$ cat config.mk
export PLATFORM = sky130hd
export DESIGN_NAME = spi_target_regs
export DESIGN_NICKNAME = d
export VERILOG_FILES = /design/src/rtl/spi_target_pkg.sv /design/src/rtl/spi_target_sync.sv /design/src/rtl/spi_target_regs.sv
export SDC_FILE = /design/constraint.sdc
export NUM_CORES = 2
export LEC_CHECK = 0
export ABC_CLOCK_PERIOD_IN_PS = 4900
export CAP_MARGIN = 30
export CORE_UTILIZATION = 25
export DETAILED_ROUTE_END_ITERATION = 7
export GPL_TIMING_DRIVEN = 0
export PLACE_DENSITY_LB_ADDON = 0.15
export SLEW_MARGIN = 0
export SYNTH_ARGS = -nofsm -noshare
export SYNTH_HDL_FRONTEND = slang
export SYNTH_SLANG_ARGS = --single-unit
$ cat constraint.sdc
create_clock -name clk -period 4.9 [get_ports clk]
set_input_delay 0.98 -clock clk [delete_from_list [all_inputs] [get_ports clk]]
set_output_delay 0.98 -clock clk [all_outputs]
set_load 0.005 [all_outputs]
$ cat src/rtl/spi_target_pkg.sv
// spi_target_pkg
//
// Shared definitions for the SPI register target: bus widths, register file
// depth, the frame FSM state encoding and a small bit-counter helper.
package spi_target_pkg;

    localparam int ADDR_W    = 7;
    localparam int DATA_W    = 8;
    localparam int REG_DEPTH = 128;
    localparam int BIT_CNT_W = 4;

    typedef enum logic [1:0] {
        ST_IDLE = 2'd0,
        ST_CMD  = 2'd1,
        ST_DATA = 2'd2,
        ST_HOLD = 2'd3
    } state_t;

    // A chip-select release is clean only when no byte is partially shifted.
    function automatic logic on_byte_boundary(input logic [BIT_CNT_W-1:0] cnt);
        return (cnt == 4'd0) || (cnt == 4'd8);
    endfunction

endpackage

$ cat src/rtl/spi_target_sync.sv
// spi_target_sync
//
// N-stage synchronizer for one asynchronous pin followed by a single-flop
// edge detector.
//
// Parameters:
//   SYNC_STAGES - number of synchronizer flops (>= 2)
//   RESET_VAL   - value loaded into every flop on reset
// Ports:
//   clk      in  fabric clock
//   reset_n  in  synchronous reset, active low
//   pin      in  asynchronous input
//   level    out synchronized level
//   rise     out 1-cycle strobe on a synchronized 0->1 transition
//   fall     out 1-cycle strobe on a synchronized 1->0 transition
module spi_target_sync #(
    parameter int   SYNC_STAGES = 2,
    parameter logic RESET_VAL   = 1'b0
) (
    input  logic clk,
    input  logic reset_n,
    input  logic pin,
    output logic level,
    output logic rise,
    output logic fall
);

    logic [SYNC_STAGES-1:0] stages;
    logic                   prev;

    always_ff @(posedge clk) begin
        if (!reset_n) begin
            stages <= {SYNC_STAGES{RESET_VAL}};
            prev   <= RESET_VAL;
        end else begin
            stages <= {stages[SYNC_STAGES-2:0], pin};
            prev   <= stages[SYNC_STAGES-1];
        end
    end

    assign level = stages[SYNC_STAGES-1];
    assign rise  = level & ~prev;
    assign fall  = ~level & prev;

endmodule

$ cat src/rtl/spi_target_regs.sv
// spi_target_regs
//
// SPI target (mode 3, MSB first) answering the register protocol: one command
// byte {rw, addr[6:0]} (rw = 1 reads) followed by data bytes. Backs a 128 x 8
// register file shared with a local fabric port; SPI writes win collisions.
//
// Build option: define SPI_TARGET_AUTOINC_EN to auto-increment the address
// after every data byte (burst access). Without it the frame holds after the
// first data byte.
//
// Parameters:
//   SYNC_STAGES   - synchronizer depth on sclk, cs_n and mosi (>= 2)
// Ports:
//   clk           in  fabric clock
//   reset_n       in  synchronous reset, active low
//   sclk          in  SPI clock (async, idles high)
//   cs_n          in  chip select, active low (async)
//   mosi          in  controller-to-target data
//   miso          out target-to-controller data (1 when not driving)
//   miso_oe       out high while miso carries read data
//   loc_we        in  local write enable
//   loc_addr      in  local write address
//   loc_wdata     in  local write data
//   loc_raddr     in  local read address
//   loc_rdata     out local read data, 1-cycle latency
//   spi_wr_valid  out pulse per committed SPI write
//   spi_wr_addr   out address of the committed SPI write
//   spi_wr_data   out data of the committed SPI write
//   busy          out FSM not idle
//   frame_err     out pulse when cs_n rises mid-byte
//
// state   | meaning
// --------+-----------------------------------------------------------
// IDLE    | waiting for chip select to fall
// CMD     | shifting in the command byte
// DATA    | read: shifting register bytes out; write: shifting bytes in
// HOLD    | single-byte access finished, sclk ignored until cs_n rises
module spi_target_regs
    import spi_target_pkg::*;
#(
    parameter int SYNC_STAGES = 2
) (
    input  logic              clk,
    input  logic              reset_n,
    input  logic              sclk,
    input  logic              cs_n,
    input  logic              mosi,
    output logic              miso,
    output logic              miso_oe,
    input  logic              loc_we,
    input  logic [ADDR_W-1:0] loc_addr,
    input  logic [DATA_W-1:0] loc_wdata,
    input  logic [ADDR_W-1:0] loc_raddr,
    output logic [DATA_W-1:0] loc_rdata,
    output logic              spi_wr_valid,
    output logic [ADDR_W-1:0] spi_wr_addr,
    output logic [DATA_W-1:0] spi_wr_data,
    output logic              busy,
    output logic              frame_err
);

    logic sclk_rise, sclk_fall, sclk_level_unused;
    logic cs_rise, cs_fall, cs_level_unused;
    logic mosi_s, mosi_rise_unused, mosi_fall_unused;

    spi_target_sync #(.SYNC_STAGES(SYNC_STAGES), .RESET_VAL(1'b1)) u_sync_sclk (
        .clk     (clk),
        .reset_n (reset_n),
        .pin     (sclk),
        .level   (sclk_level_unused),
        .rise    (sclk_rise),
        .fall    (sclk_fall)
    );

    // Reset treats chip select as already asserted so a frame in progress at
    // reset release cannot produce a cs_fall; the target waits for cs_n high.
    spi_target_sync #(.SYNC_STAGES(SYNC_STAGES), .RESET_VAL(1'b0)) u_sync_cs (
        .clk     (clk),
        .reset_n (reset_n),
        .pin     (cs_n),
        .level   (cs_level_unused),
        .rise    (cs_rise),
        .fall    (cs_fall)
    );

    spi_target_sync #(.SYNC_STAGES(SYNC_STAGES), .RESET_VAL(1'b0)) u_sync_mosi (
        .clk     (clk),
        .reset_n (reset_n),
        .pin     (mosi),
        .level   (mosi_s),
        .rise    (mosi_rise_unused),
        .fall    (mosi_fall_unused)
    );

    state_t                 state_q, state_d;
    logic [BIT_CNT_W-1:0]   bit_cnt;
    logic [DATA_W-1:0]      rx_sr;
    logic [DATA_W-1:0]      tx_sr;
    logic                   rw;
    logic [ADDR_W-1:0]      addr;
    logic                   first_fall;
    logic                   load_pending;
    logic [DATA_W-1:0]      mem [REG_DEPTH];

    logic                   frame_start;
    logic                   shift_en;
    logic                   byte_done;
    logic                   err_d;
    logic                   spi_commit;
    logic [DATA_W-1:0]      rx_byte;
    logic                   tx_active;

    assign rx_byte    = {rx_sr[DATA_W-2:0], mosi_s};
    assign spi_commit = byte_done && (state_q == ST_DATA) && !rw;
    assign tx_active  = (state_q == ST_DATA) && rw;

    always_comb begin
        state_d     = state_q;
        frame_start = 1'b0;
        shift_en    = 1'b0;
        byte_done   = 1'b0;
        err_d       = 1'b0;
        if (cs_rise) begin
            state_d = ST_IDLE;
            err_d   = !on_byte_boundary(bit_cnt);
        end else begin
            case (state_q)
                ST_IDLE: begin
                    if (cs_fall) begin
                        state_d     = ST_CMD;
                        frame_start = 1'b1;
                    end
                end
                ST_CMD: begin
                    if (sclk_rise) begin
                        shift_en = 1'b1;
                        if (bit_cnt == 4'd7) begin
                            byte_done = 1'b1;
                            state_d   = ST_DATA;
                        end
                    end
                end
                ST_DATA: begin
                    if (sclk_rise) begin
                        shift_en = 1'b1;
                        if (bit_cnt == 4'd7) begin
                            byte_done = 1'b1;
`ifdef SPI_TARGET_AUTOINC_EN
                            state_d   = ST_DATA;
`else
                            state_d   = ST_HOLD;
`endif
                        end
                    end
                end
                ST_HOLD: begin
                    state_d = ST_HOLD;
                end
                default: state_d = ST_IDLE;
            endcase
        end
    end

    always_ff @(posedge clk) begin
        if (!reset_n) begin
            state_q      <= ST_IDLE;
            bit_cnt      <= '0;
            rx_sr        <= '0;
            tx_sr        <= '0;
            rw           <= 1'b0;
            addr         <= '0;
            first_fall   <= 1'b0;
            load_pending <= 1'b0;
            miso         <= 1'b1;
            spi_wr_valid <= 1'b0;
            spi_wr_addr  <= '0;
            spi_wr_data  <= '0;
            frame_err    <= 1'b0;
        end else begin
            state_q      <= state_d;
            frame_err    <= err_d;
            spi_wr_valid <= 1'b0;
            load_pending <= 1'b0;

            if (frame_start || cs_rise) begin
                bit_cnt <= '0;
            end else if (shift_en) begin
                rx_sr   <= rx_byte;
                bit_cnt <= byte_done ? '0 : bit_cnt + 4'd1;
            end

            if (byte_done && (state_q == ST_CMD)) begin
                rw           <= rx_byte[DATA_W-1];
                addr         <= rx_byte[ADDR_W-1:0];
                load_pending <= rx_byte[DATA_W-1];
            end

            if (byte_done && (state_q == ST_DATA)) begin
                if (!rw) begin
                    spi_wr_valid <= 1'b1;
                    spi_wr_addr  <= addr;
                    spi_wr_data  <= rx_byte;
                end
`ifdef SPI_TARGET_AUTOINC_EN
                addr         <= addr + 7'd1;
                load_pending <= rw;
`endif
            end

            // The byte is captured here, so later local writes to the same
            // register do not disturb a byte already being shifted out.
            if (load_pending) begin
                tx_sr      <= mem[addr];
                first_fall <= 1'b1;
            end else if (tx_active && sclk_fall) begin
                if (first_fall) begin
                    miso       <= tx_sr[DATA_W-1];
                    first_fall <= 1'b0;
                end else begin
                    miso  <= tx_sr[DATA_W-2];
                    tx_sr <= {tx_sr[DATA_W-2:0], 1'b0};
                end
            end

            if (state_q != ST_DATA) begin
                miso <= 1'b1;
            end
        end
    end

    // Local write is issued first; the SPI commit assigned afterwards takes
    // precedence when both target the same address in one cycle.
    always_ff @(posedge clk) begin
        if (!reset_n) begin
            for (int i = 0; i < REG_DEPTH; i++) begin
                mem[i] <= '0;
            end
            loc_rdata <= '0;
        end else begin
            if (loc_we) begin
                mem[loc_addr] <= loc_wdata;
            end
            if (spi_commit) begin
                mem[addr] <= rx_byte;
            end
            loc_rdata <= mem[loc_raddr];
        end
    end

    assign miso_oe = tx_active;
    assign busy    = (state_q != ST_IDLE);

endmodule

==> PnR_summary.wiki <==
{| class="wikitable"
! Metric !! Value
|-
| Run status || complete, but fails checks
|-
| Violated checks || DRC, setup timing
|-
| Area share of the largest cell type after synthesis || 0.461
|-
| Kind of end point of the critical path || register
|-
| Shortest clock period the worst path allows after layout || 5.10 ns
|-
| Synthesized netlist net count || 6252
|-
| Worst slack, placed || -0.959 ns
|-
| Top_reg_cell synth || edfxtp_1
|-
| Die boundary width || 518 µm
|-
| Sequential share of the synthesized area || 0.483
|-
| Count of routing violations after the opening detailed-route iteration || 8442
|-
| Transition time at the pin with the least slew margin || 1.16 ns
|-
| Max-slew headroom || 0.227
|-
| Distinct cell type count after synthesis || 51
|-
| Wire length of the first global-routing pass || 514 mm
|-
| Remaining antenna violation count || 0
|-
| Launch point of the worst path || loc_addr[1]
|-
| H-tree depth || 4
|-
| Data required time at the worst endpoint || 5.46 ns
|-
| Number of failing setup endpoints in the final timing report || 140
|-
| Layout fillers || 27100
|-
| Number of sinks handled by clock tree synthesis || 1096
|-
| Detailed-routing iteration count for the pre-antenna-repair pass || 8
|-
| Via count normalized by instance count || 5.81
|-
| Number of port buffers || 41
|-
| Worst R2R End || mem[54][7]
|-
| Placed wire-length estimate || 298 mm
|-
| Unrepaired setup endpoints after global routing || true
|-
| Skew final || 0.0396 ns
|-
| Avg Synthesized Cell Area || 10.7 µm²
|-
| Depth of the worst register-to-register path || 11
|-
| Dominant combinational cell family by area after synthesis || multiplexers
|-
| Clock root buffer master || clkbuf_16
|-
| Floorplan die height || 518 µm
|-
| Critical path capture point || mem[71][6]
|-
| Netlist area before placement || 66600 µm²
|-
| Ratio of cells with drive above 1 in the final layout || 0.194
|-
| Library cell with the largest summed area after synthesis || edfxtp_1
|-
| Area share of xor/xnor cells in the synthesized design || 0.000131
|-
| FMAX || 196 MHz
|-
| Area growth, synth to finish || 18.0%
|-
| Count of final hold-check violations || 0
|-
| CTS Buffer Depth || 3
|-
| PD cells || 312 nW/µm²
|-
| Multiplexer share of the synthesized area || 0.219
|-
| Cell types with the largest area share after synthesis || edfxtp_1, mux4_2, nand2_1
|-
| Number of rows created at floorplan || 189
|-
| Number of buffers added by the clock tree synthesis step || 140
|-
| Cell type of the slowest stage on the worst timing path || clkbuf_2
|-
| Final #Nets || 6603
|-
| Peak supply drop || 0.000394 V
|-
| Final weighted congestion in routability-driven placement || 1.05
|-
| Maximum number of pins on one net before global-route repair || 17
|-
| Startpoint of the most critical register-to-register path || state_q[0]
|-
| Drc violations || 14
|-
| Count of pins on the block boundary || 56
|-
| Most numerous cell types in the synthesized netlist || nand2_1, edfxtp_1, o21ai_0, mux4_2, clkbuf_1
|-
| Worst path max stage delay || 0.75 ns
|-
| Residual overflow from global routing || 0
|-
| Ratio of final minimum period to clock period || 1.04
|-
| Hold Crit Class || register to register
|-
| Maximum Capacitance Violations || 0
|-
| Startpoint of the lowest-slack hold path || u_sync_sclk.stages[0]
|-
| Post-synthesis sequential element count || 1096
|-
| Kind of critical path || input pin to register
|-
| Worst path cell trace || clkdlybuf4s50_1 -> clkbuf_1 -> nand3_1 -> or2_2 -> clkbuf_2 -> buf_2 -> clkbuf_2 -> o221ai_2 -> buf_4
|-
| Smallest setup slack after layout || -0.200 ns
|-
| Post-DR wirelength/cell || 38.4 µm
|-
| Total GRT Usage || 0.286
|-
| Via Count || 59500
|-
| Tot Pwr || 24.5 mW
|-
| Critical Path Start Type || input pin
|-
| Share of synthesized registers carrying an async set or reset || 0
|-
| Setup slack on the worst flop-to-flop path || -0.08 ns
|-
| Routed WL || 393 mm
|-
| Clock transition at path regs || 0.06 ns
|-
| Core area || 265000 µm²
|-
| Most used cell, CP || clkbuf_2
|-
| Share of the synthesized area in compound gates (AO/OA/AOI/OAI) || 0.107
|-
| Number of antenna violations at the first check in global routing || 34
|-
| Adder and majority gate portion of the synthesized area || 0.00131
|-
| Area enclosed by the die boundary || 269000 µm²
|-
| Biggest fanout along the worst timing path || 10
|-
| Clock latency on the worst-skew pair || 0.85 ns
|-
| Number of buffers added to fix hold violations after cts || 0
|-
| Most frequent cell after synthesis || nand2_1
|-
| Number of enable flip-flop cells after synthesis || 1024
|-
| Max Transition Viols Final || 0
|-
| Area fraction in and, or, nand and nor cells after synthesis || 0.149
|-
| Synth warn || 0
|-
| Vias in the first global route || 55000
|-
| Leakage power summed over all cells || 22.8 nW
|-
| Initial cell density of the core || 0.251
|-
| CTS tree || built
|-
| Number of instances in the synthesized netlist || 6217
|-
| Signal arrival time at the worst endpoint || 5.66 ns
|}
==> critical path: cells and delay by family <==
family / cells / cell delay [ns]
buffers and inverters: 6 / 3.12
and+or+nand+nor: 2 / 0.85
AOI/OAI and AO/OA: 1 / 0.64
==> how the worst min path moves through the flow <==
stage	to	cells past startpoint	slack [ns]
after floorplan	u_sync_sclk.stages[1]	1	0.39
after global placement	u_sync_sclk.stages[1]	1	0.39
after detailed placement	u_sync_sclk.stages[1]	1	0.40
after CTS	u_sync_sclk.stages[1]	1	0.41
after global routing	u_sync_sclk.stages[1]	1	0.43
final	u_sync_sclk.stages[1]	1	0.40
==> registers in the layout, summed over array words and instances (netlist names), 4 cells and up, named ones only <==
register     count
loc_rdata        8
tx_sr            8
rx_sr            7
addr             7
spi_wr_addr      7
mem           1024
bit_cnt          4
spi_wr_data      8
==> layer usage <==
layer / part of all wire / vias to the layer above / GRT usage
li1: - / 23700 / -
met1: 0.37 / 30300 / 0.349
met2: 0.42 / 4421 / 0.415
met3: 0.12 / 1079 / 0.0958
met4: 0.091 / 10 / 0.220
met5: 0.00016 / - / 0
==> metrics by stage <==
stage	hold WS [ns]	setup TNS [ns]	utilization	instance area, µm²	instances
2_1_floorplan	0.386	0	-	66600	6217
3_3_place_gp	0.391	-2497.96	0.270	71500	9791
3_5_place_dp	0.395	-403.71	0.278	73700	9951
4_1_cts	0.409	-0.130	0.296	78400	10200
5_1_grt	0.432	-0.484	0.296	78600	10200
6_report	0.405	-10.86	0.297	78600	10200
==> what timing repair did <==
| action | 4_1_cts | 5_1_grt |
|---|---|---|
| buffers inserted | 1 | 0 |
| endpoints found under the setup margin | 241 | 132 |
| pin swaps | 1 | 0 |
| resized for setup | 12 | 16 |
==> where the power goes <==
group	internal (mW)	total, mW	switching [mW]
Sequential	10.7	11.0	0.288
Clock	6.20	10.9	4.66
Combinational	0.941	2.68	1.74
==> placed cells by master (no fill, tap or decap), types with 29 or more instances in the layout <==
master	n
o221ai_1	110
a21oi_1	36
clkbuf_1	392
a22oi_1	47
diode_2	29
nor2b_1	50
o21ai_0	974
dfxtp_1	72
nor2_1	252
o21ai_1	58
buf_8	48
buf_4	97
clkbuf_2	61
clkbuf_16	143
mux2i_1	48
clkdlybuf4s50_1	41
edfxtp_1	1024
mux4_2	625
buf_2	142
nand2_1	2094
==> layout make-up <==
| cell class | count | area [µm²] | area share |
|---|---|---|---|
| Buffer | 617 | 2750 | 0.0350 |
| Multi-Input combinational cell | 4491 | 31900 | 0.406 |
| Inverter | 13 | 48.8 | 0.000621 |
| Antenna cell | 29 | 72.6 | 0.000923 |
| Clock buffer | 174 | 3710 | 0.0472 |
| Tap cell | 3533 | 4420 | 0.0562 |
| Timing Repair Buffer | 209 | 2630 | 0.0334 |
| Sequential cell | 1096 | 32200 | 0.409 |
| Clock inverter | 79 | 861 | 0.0109 |
==> logic make-up (layout without fill, tap and decap cells) <==
logic type / Yosys count / after routing
compound gates: 1288 / 1288
other cells: 0 / 29
mux: 674 / 674
flops: 1096 / 1096
simple gates: 2521 / 2521
buf+inv: 630 / 1092
fa+ha+maj: 7 / 7
xor+xnor: 1 / 1
(Power assumes the default switching activity.)
